**config.mk**
```make
export PLATFORM = sky130hd
export DESIGN_NAME = demux2_stream
export DESIGN_NICKNAME = d
export VERILOG_FILES = /design/src/rtl/demux2_pkg.sv /design/src/rtl/sync_fifo.sv /design/src/rtl/demux2_stream.sv
export SDC_FILE = /design/constraint.sdc
export NUM_CORES = 1
export LEC_CHECK = 0
export ABC_AREA = 0
export BUFFER_PORTS_ARGS = -buffer_cell sky130_fd_sc_hd__buf_2
export CORE_AREA = 2 2 64 66
export DETAILED_ROUTE_END_ITERATION = 16
export DIE_AREA = 0 0 66 68
export PLACE_DENSITY = 0.71
export SLEW_MARGIN = 0
export SYNTH_ARGS = -nofsm -noshare
export SYNTH_HDL_FRONTEND = slang
export SYNTH_SLANG_ARGS = --single-unit
```
**constraint.sdc**
```tcl
create_clock -name clk -period 1.4 [get_ports clk]
set_clock_uncertainty 0.05 [all_clocks]
set_input_delay 0.07 -clock clk [delete_from_list [all_inputs] [get_ports clk]]
set_output_delay 0.07 -clock clk [all_outputs]
set_load 0.05 [all_outputs]
```
**src/rtl/demux2_pkg.sv**
```systemverilog
// Shared constants and types for the two-way stream demultiplexer.
// The counter feature is selected by the DEMUX2_CNT_EN macro in demux2_stream.
package demux2_pkg;

  localparam int DATA_W_DEF = 8;
  localparam int DEPTH_DEF  = 2;
  localparam int CNT_W_DEF  = 16;

  typedef enum logic {
    DEST_A = 1'b0,
    DEST_B = 1'b1
  } dest_e;

  typedef struct packed {
    logic [DATA_W_DEF-1:0] data;
    dest_e                 sel;
  } beat_t;

endpackage

```
**src/rtl/sync_fifo.sv**
```systemverilog
// Single-clock FIFO with extra-MSB pointers; head entry visible combinationally.
// Head data is forced to zero while empty so outputs read 0 straight out of reset.
module sync_fifo
  import demux2_pkg::*;
#(
  parameter int DATA_W = DATA_W_DEF,
  parameter int DEPTH  = DEPTH_DEF
) (
  input  logic              clk,
  input  logic              reset,
  input  logic              push_i,
  input  logic [DATA_W-1:0] push_data_i,
  input  logic              pop_i,
  output logic [DATA_W-1:0] pop_data_o,
  output logic              full_o,
  output logic              empty_o
);

  localparam int AW = $clog2(DEPTH);

  logic [AW:0]       wr_ptr_q, wr_ptr_d;
  logic [AW:0]       rd_ptr_q, rd_ptr_d;
  logic [DATA_W-1:0] mem_q [DEPTH];
  logic              push_ok, pop_ok;

  assign full_o  = (wr_ptr_q[AW] != rd_ptr_q[AW]) &&
                   (wr_ptr_q[AW-1:0] == rd_ptr_q[AW-1:0]);
  assign empty_o = (wr_ptr_q == rd_ptr_q);
  assign push_ok = push_i && !full_o;
  assign pop_ok  = pop_i && !empty_o;

  always_comb begin
    wr_ptr_d = wr_ptr_q;
    rd_ptr_d = rd_ptr_q;
    if (push_ok) wr_ptr_d = wr_ptr_q + 1'b1;
    if (pop_ok)  rd_ptr_d = rd_ptr_q + 1'b1;
  end

  always_ff @(posedge clk) begin
    if (reset) begin
      wr_ptr_q <= '0;
      rd_ptr_q <= '0;
    end else begin
      wr_ptr_q <= wr_ptr_d;
      rd_ptr_q <= rd_ptr_d;
    end
  end

  // Storage carries no reset; the pointers alone define which entries are live.
  always_ff @(posedge clk) begin
    if (push_ok) mem_q[wr_ptr_q[AW-1:0]] <= push_data_i;
  end

  assign pop_data_o = empty_o ? '0 : mem_q[rd_ptr_q[AW-1:0]];

endmodule

```
**src/rtl/demux2_stream.sv**
```systemverilog
// Steers one input byte stream into per-output FIFOs A/B under a per-beat select.
// Define DEMUX2_CNT_EN to add the a_cnt_o/b_cnt_o completed-transfer counters.
module demux2_stream
  import demux2_pkg::*;
#(
  parameter int DATA_W = DATA_W_DEF,
  parameter int DEPTH  = DEPTH_DEF
`ifdef DEMUX2_CNT_EN
  , parameter int CNT_W = CNT_W_DEF
`endif
) (
  input  logic              clk,
  input  logic              reset,
  input  logic              in_valid_i,
  input  logic [DATA_W-1:0] in_data_i,
  input  logic              in_sel_i,
  output logic              in_ready_o,
  output logic              a_valid_o,
  output logic [DATA_W-1:0] a_data_o,
  input  logic              a_ready_i,
  output logic              b_valid_o,
  output logic [DATA_W-1:0] b_data_o,
  input  logic              b_ready_i
`ifdef DEMUX2_CNT_EN
  , output logic [CNT_W-1:0] a_cnt_o,
  output logic [CNT_W-1:0]   b_cnt_o
`endif
);

  dest_e dest;
  logic  a_full, a_empty, b_full, b_empty;
  logic  a_push, b_push, a_pop, b_pop;

  assign dest = dest_e'(in_sel_i);

  // Ready depends only on the selected FIFO's registered state: no pass-through when full.
  assign in_ready_o = (dest == DEST_B) ? !b_full : !a_full;
  assign a_push     = in_valid_i && in_ready_o && (dest == DEST_A);
  assign b_push     = in_valid_i && in_ready_o && (dest == DEST_B);
  assign a_valid_o  = !a_empty;
  assign b_valid_o  = !b_empty;
  assign a_pop      = a_valid_o && a_ready_i;
  assign b_pop      = b_valid_o && b_ready_i;

  sync_fifo #(.DATA_W(DATA_W), .DEPTH(DEPTH)) u_fifo_a (
    .clk         (clk),
    .reset       (reset),
    .push_i      (a_push),
    .push_data_i (in_data_i),
    .pop_i       (a_pop),
    .pop_data_o  (a_data_o),
    .full_o      (a_full),
    .empty_o     (a_empty)
  );

  sync_fifo #(.DATA_W(DATA_W), .DEPTH(DEPTH)) u_fifo_b (
    .clk         (clk),
    .reset       (reset),
    .push_i      (b_push),
    .push_data_i (in_data_i),
    .pop_i       (b_pop),
    .pop_data_o  (b_data_o),
    .full_o      (b_full),
    .empty_o     (b_empty)
  );

`ifdef DEMUX2_CNT_EN
  logic [CNT_W-1:0] a_cnt_q, a_cnt_d;
  logic [CNT_W-1:0] b_cnt_q, b_cnt_d;

  always_comb begin
    a_cnt_d = a_cnt_q;
    b_cnt_d = b_cnt_q;
    if (a_pop) a_cnt_d = a_cnt_q + 1'b1;
    if (b_pop) b_cnt_d = b_cnt_q + 1'b1;
  end

  always_ff @(posedge clk) begin
    if (reset) begin
      a_cnt_q <= '0;
      b_cnt_q <= '0;
    end else begin
      a_cnt_q <= a_cnt_d;
      b_cnt_q <= b_cnt_d;
    end
  end

  assign a_cnt_o = a_cnt_q;
  assign b_cnt_o = b_cnt_q;
`endif

endmodule

```
==> run summary, run 1 <==
DIE WIDTH: 66 um
Met2 WL: 2.16 mm
Clock sink count: 42
Drt first pass iters: 3
Synth warnings: 0
Leading area contributor after synthesis: edfxtp_1
Die H: 68 um
Cell Area, Synth: 1740 sq um
Synth unique cells: 25
Slew margin rel.: 0.797
Worst EP required: 1.28 ns
Initial antenna violation count: 0
Final Cell Area: 2720 sq um
Worst slew pin tran: 0.295 ns
Layout cells sized above 1: 0.518
GR Util All Layers: 0.174
Final period util: 1.06
Failing checks: negative setup slack
Wl on met1: 1.53 mm
Highest metal used: met4
Data arrival, critical path: 1.37 ns
Gpl congestion: 0.718
Via count: 1248
Mean Syn Cell Area: 13.3 sq um
Synthesized flop and latch total: 42
Ys async rst share: 0
Drc violations: 0
Pwr dens: 1180 nW/um^2
Count leader, synth: edfxtp_1
Num rows: 23
CTS Root Cell: clkbuf_8
Congestion Overflow GR: 0
Wire per inst: 15.8 um
Dominant cells by area after synthesis: edfxtp_1 (55%), dfxtp_1 (12%), mux2i_1 (12%)
Area Overhead vs Synth: 56.5%
Final worst setup slack: -0.0882 ns
Ports: 33
Dpl hpwl: 2.44 mm
Post-synth net total: 145
Post-synth top cells: edfxtp_1 (32), mux2i_1 (20), nor2_1 (20)
Final setup fails: 19
Core ar.: 3860 sq um
Final Routed Wirelength: 3.84 mm
Leak pwr: 0.978 nW
Crit end category: output port
Post-placement cell area: 2090 sq um
Iteration-0 DRC Markers: 53
Reg clk slew, reported paths: 0.08 ns
Tmin final: 1.49 ns
Largest net degree at the start of global routing: 13
CTS tree: done
R2R cell count: 4
Hold crit path type: in2reg
Peak Freq: 672 MHz
Vias in the first global route: 1212
Critical path launch point type: flop
Crit Path Class: reg2out
CTS HTree Levels: 2
Routed Antenna Nets: 0
Diode count: 0
Metal3 WL: 114 um
Slew Viols, Final: 0
Seq/Total Area, Yosys: 0.668
Syn Inst Count: 131
RSZ-0062 raised after global routing: true
CP max FO: 5
Buffers on Ports: 32
First-pass GRT wire length: 5.66 mm
Final hold viol count: 0
# nets final: 206
Hold path depth: 2
Fin util: 0.705
CTS max path bufs: 2
Status: complete, but fails checks
Number of synthesized flops with an enable pin: 32
Synth top area share: 0.553
TritonCTS Buffers: 5
Vias per cell: 5.14
Synth Flop Type: edfxtp_1
Latest clock arrival within the worst-skew pair: 0.28 ns
Die footprint: 4490 sq um
IR drop worst, VDD: 0.847 mV
Initial Utilization: 0.451
Maxcap violations: 0
power by group:
| part | leakage, nW | total (mW) | switching, mW | internal [mW] |
|---|---|---|---|---|
| Sequential | 0.381 | 1.43 | 0.0383 | 1.39 |
| Combinational | 0.545 | 0.879 | 0.515 | 0.365 |
| Clock | 0.0524 | 0.911 | 0.378 | 0.533 |
| Total | 0.978 | 3.22 | 0.930 | 2.29 |
registers in the layout, summed over array words and instances, names as in the netlist, named ones only:
signal and cells:
u_fifo_a.mem_q 16, u_fifo_b.mem_q 16, u_fifo_a.rd_ptr_q 2, u_fifo_a.wr_ptr_q 2, u_fifo_b.rd_ptr_q 2, u_fifo_b.wr_ptr_q 2
repair_timing:
item,in CTS,in global routing
setup endpoints to repair,32,43
buffers inserted,1,2
resized for setup,63,44
endpoints found under the hold margin,32,0
hold buffers,8,0
cloned,0,1
pin swaps,3,14
path summary, 6_finish.rpt:
kind,start,endpoint,slack (ns)
setup / recovery,u_fifo_b.rd_ptr_q[1],b_data_o[1],-0.09
hold / removal,reset,u_fifo_a.wr_ptr_q[0],0.02
setup reg to reg,u_fifo_b.rd_ptr_q[1],u_fifo_b.mem_q[0][2],0.02
hold reg to reg,u_fifo_b.rd_ptr_q[1],u_fifo_b.rd_ptr_q[1],0.48
cell usage in the layout (no fill, tap or decap), types with 4 or more instances in the layout:
master and n:
dfxtp_4 7, nor2_4 14, buf_2 13, dlygate4sd3_1 8, buf_6 13, clkbuf_8 5, buf_8 9, buf_4 15
mux2i_1 16, nand2_1 4, edfxtp_1 32, nor2_2 4, a31oi_1 4
logic make-up after synthesis:
family,Yosys count,synth area share
simple gates,38,0.102
xor+xnor,6,0.0302
compound gates,15,0.0612
mux,20,0.115
flops,42,0.668
buf+inv,10,0.0238
per-stage QoR:
stage	setup TNS (ns)	hold WS [ns]	std cells	setup slack [ns]	power (mW)
6_report	-1.30	0.0216	243	-0.0882	3.22
5_1_grt	-3.29	0.0459	243	-0.138	3.33
4_1_cts	-1.18	0.0270	240	-0.0913	3.11
3_5_place_dp	-0.912	0.241	223	-0.0833	2.04
3_3_place_gp	-0.398	0.241	223	-0.0475	2.03
2_1_floorplan	-3.73	0.119	131	-0.252	1.86
final cells by class:
type	count	area, sq um
timing repair buffer	59	559
clock buffer	7	76.3
sequential	42	1190
inverter	4	15.0
multi-input combinational	80	788
tap	50	62.6
fill	261	1140
clock inverter	1	30.0
routing by layer:
| metal | GRT usage | up-vias |
|---|---|---|
| li1 | - | 591 |
| met4 | 0.0536 | 0 |
| met2 | 0.336 | 24 |
| met3 | 0.0362 | 5 |
| met5 | 0 | - |
| met1 | 0.192 | 628 |
worst max-delay path, cell delays in order, from the launching register on:
cell and delay (ns):
dfxtp_4 0.38, xnor2_4 0.22, and2_4 0.27, nor2_2 0.06, buf_6 0.15
(Power assumes the default switching activity.)
==> run 2, diff against run 1 <==
--- a/config.mk
+++ b/config.mk
@@ -7,10 +7,12 @@
 export LEC_CHECK = 0
 export ABC_AREA = 0
 export BUFFER_PORTS_ARGS = -buffer_cell sky130_fd_sc_hd__buf_2
-export CORE_AREA = 2 2 64 66
+export CAP_MARGIN = 0
+export CORE_AREA = 2 2 62 64
+export CTS_BUF_LIST = sky130_fd_sc_hd__clkbuf_4
 export DETAILED_ROUTE_END_ITERATION = 16
-export DIE_AREA = 0 0 66 68
-export PLACE_DENSITY = 0.71
+export DIE_AREA = 0 0 64 66
+export PLACE_DENSITY = 0.75
 export SLEW_MARGIN = 0
 export SYNTH_ARGS = -nofsm -noshare
 export SYNTH_HDL_FRONTEND = slang
==> run 2 against run 1 <==
The flow still finishes with violations (negative setup slack); flip-flop and latch count stayed put; die area is 5.9% lower; critical endpoint is now b_data_o[4]; critical path type unchanged; register-to-register slack worse by 0.14 ns; clock-buffer cell count is 2 lower.
==> run summary, run 2 (same netlist as run 1, synthesis figures left out) <==
Status: complete, but fails checks
Failing checks: negative setup slack
Gpl congestion: 0.798
Buffers on Ports: 32
TNS Setup: -3.83 ns
Iteration-0 DRC Markers: 24
Placed Cells: 218
Congestion Overflow GR: 0
Worst slew pin tran: 0.283 ns
Flop-to-flop setup slack: -0.12 ns
Num rows: 22
Hold path depth: 3
Dpl ws: -0.0266 ns
Crit end category: output port
RSZ-0062 raised after global routing: true
Met3 usage: 0.0511
Maxcap violations: 0
Vias in the first global route: 1261
GR Util All Layers: 0.179
Fin util: 0.782
Critical path launch point type: flop
CTS tree: done
IR drop worst, VDD: 0.735 mV
CTS max path bufs: 2
Worst hold path endpoint: u_fifo_b.wr_ptr_q[0]
Hold_sp: in_valid_i
Power consumption: 3.26 mW
Commonest cells after routing, fill and taps aside: edfxtp_1 (32), buf_4 (15), mux2i_1 (14), buf_6 (14)
CP Launch Point: u_fifo_b.rd_ptr_q[1]
Initial Utilization: 0.489
Die footprint: 4220 sq um
Peak Freq: 637 MHz
Filler cells: 205
Initial antenna violation count: 0
Drc violations: 0
Via count: 1250
TritonCTS Buffers: 5
Final hold viol count: 0
CTS HTree Levels: 2
CP max FO: 5
Worst EP required: 1.28 ns
Wire per inst: 14.8 um
Latest clock arrival within the worst-skew pair: 0.34 ns
Dpl hpwl: 2.27 mm
Data arrival, critical path: 1.45 ns
First-pass GRT wire length: 5.55 mm
Drt first pass iters: 4
Reg clk slew, reported paths: 0.12 ns
FF-to-FF End: u_fifo_b.mem_q[0][0]
Slew margin rel.: 0.806
Ports: 33
Final Non-Filler Cells: 245
Crit Path Class: reg2out
Core ar.: 3550 sq um
Tmin final: 1.57 ns
Final setup fails: 27
Routed Antenna Nets: 0
Die H: 66 um
Grt peak-use layer: met2
Leak pwr: 1.00 nW
Largest net degree at the start of global routing: 15
DIE WIDTH: 64 um
# nets final: 210
Vias per cell: 5.10
Final period util: 1.12
R2R cell count: 5
Pwr dens: 1180 nW/um^2
CTS Root Cell: clkbuf_4
R2R Path Start: u_fifo_b.rd_ptr_q[1]
Commonest non-fill, non-tap cell in the layout: edfxtp_1
Met2 track demand over resource: 0.339
Clock sink count: 42
Diode count: 0
Met1 GRT Util: 0.186
Hold crit path type: in2reg
Layout cells sized above 1: 0.528
Area of the multi-input gates: 805 sq um
Final worst setup slack: -0.170 ns
Slew Viols, Final: 0
Area Overhead vs Synth: 59.7%
Register area: 1190 sq um
Final Routed Wirelength: 3.62 mm
-- run 2: power breakdown --
group          internal (mW)  switching [mW]
clock                  0.559           0.390
sequential              1.39          0.0387
combinational          0.376           0.512
total                   2.32           0.941
-- run 2: cell type report --
cell class,count,area share
Tap cell,48,0.0216
Multi-Input combinational cell,80,0.290
Clock inverter,3,0.0248
Timing Repair Buffer,63,0.216
Inverter,4,0.00541
Sequential cell,42,0.428
Clock buffer,5,0.0135
-- run 2: worst max-delay path: stages, from the launching register on --
cell	delay (ns)
dfxtp_4	0.40
xnor2_4	0.23
and2_4	0.25
nor2_1	0.07
buf_6	0.15
-- run 2: worst max-delay path by stage --
| stage | end | slack (ns) | cells after the start |
|---|---|---|---|
| 2_1_floorplan | b_data_o[0] | -0.25 | 5 |
| 3_3_place_gp | b_data_o[5] | -0.001 | 4 |
| 3_5_place_dp | a_data_o[6] | -0.03 | 4 |
| 4_1_cts | a_data_o[1] | -0.16 | 5 |
| 5_1_grt | b_data_o[7] | -0.25 | 4 |
| 6_report | b_data_o[4] | -0.17 | 4 |
-- run 2: routing by layer --
metal,vias up,part of all wire
met3,6,0.044
li1,605,-
met5,-,0
met1,601,0.40
met4,0,0.010
met2,38,0.55
-- run 2: repair_timing --
action | 4_1_cts | 5_1_grt
buffers inserted | 2 | 6
hold buffers | 11 | 0
gates cloned | 0 | 1
gates resized for setup | 62 | 48
setup endpoints to repair | 38 | 43
pin swaps | 3 | 19
hold endpoints to repair | 42 | 0
-- run 2: metrics by stage --
| stage | hold WS (ns) | cell area, sq um |
|---|---|---|
| floorplan | 0.119 | 1770 |
| global placement | 0.247 | 2070 |
| detailed placement | 0.255 | 2070 |
| CTS | 0.0337 | 2530 |
| global route | 0.0339 | 2780 |
| finish | 0.0519 | 2780 |
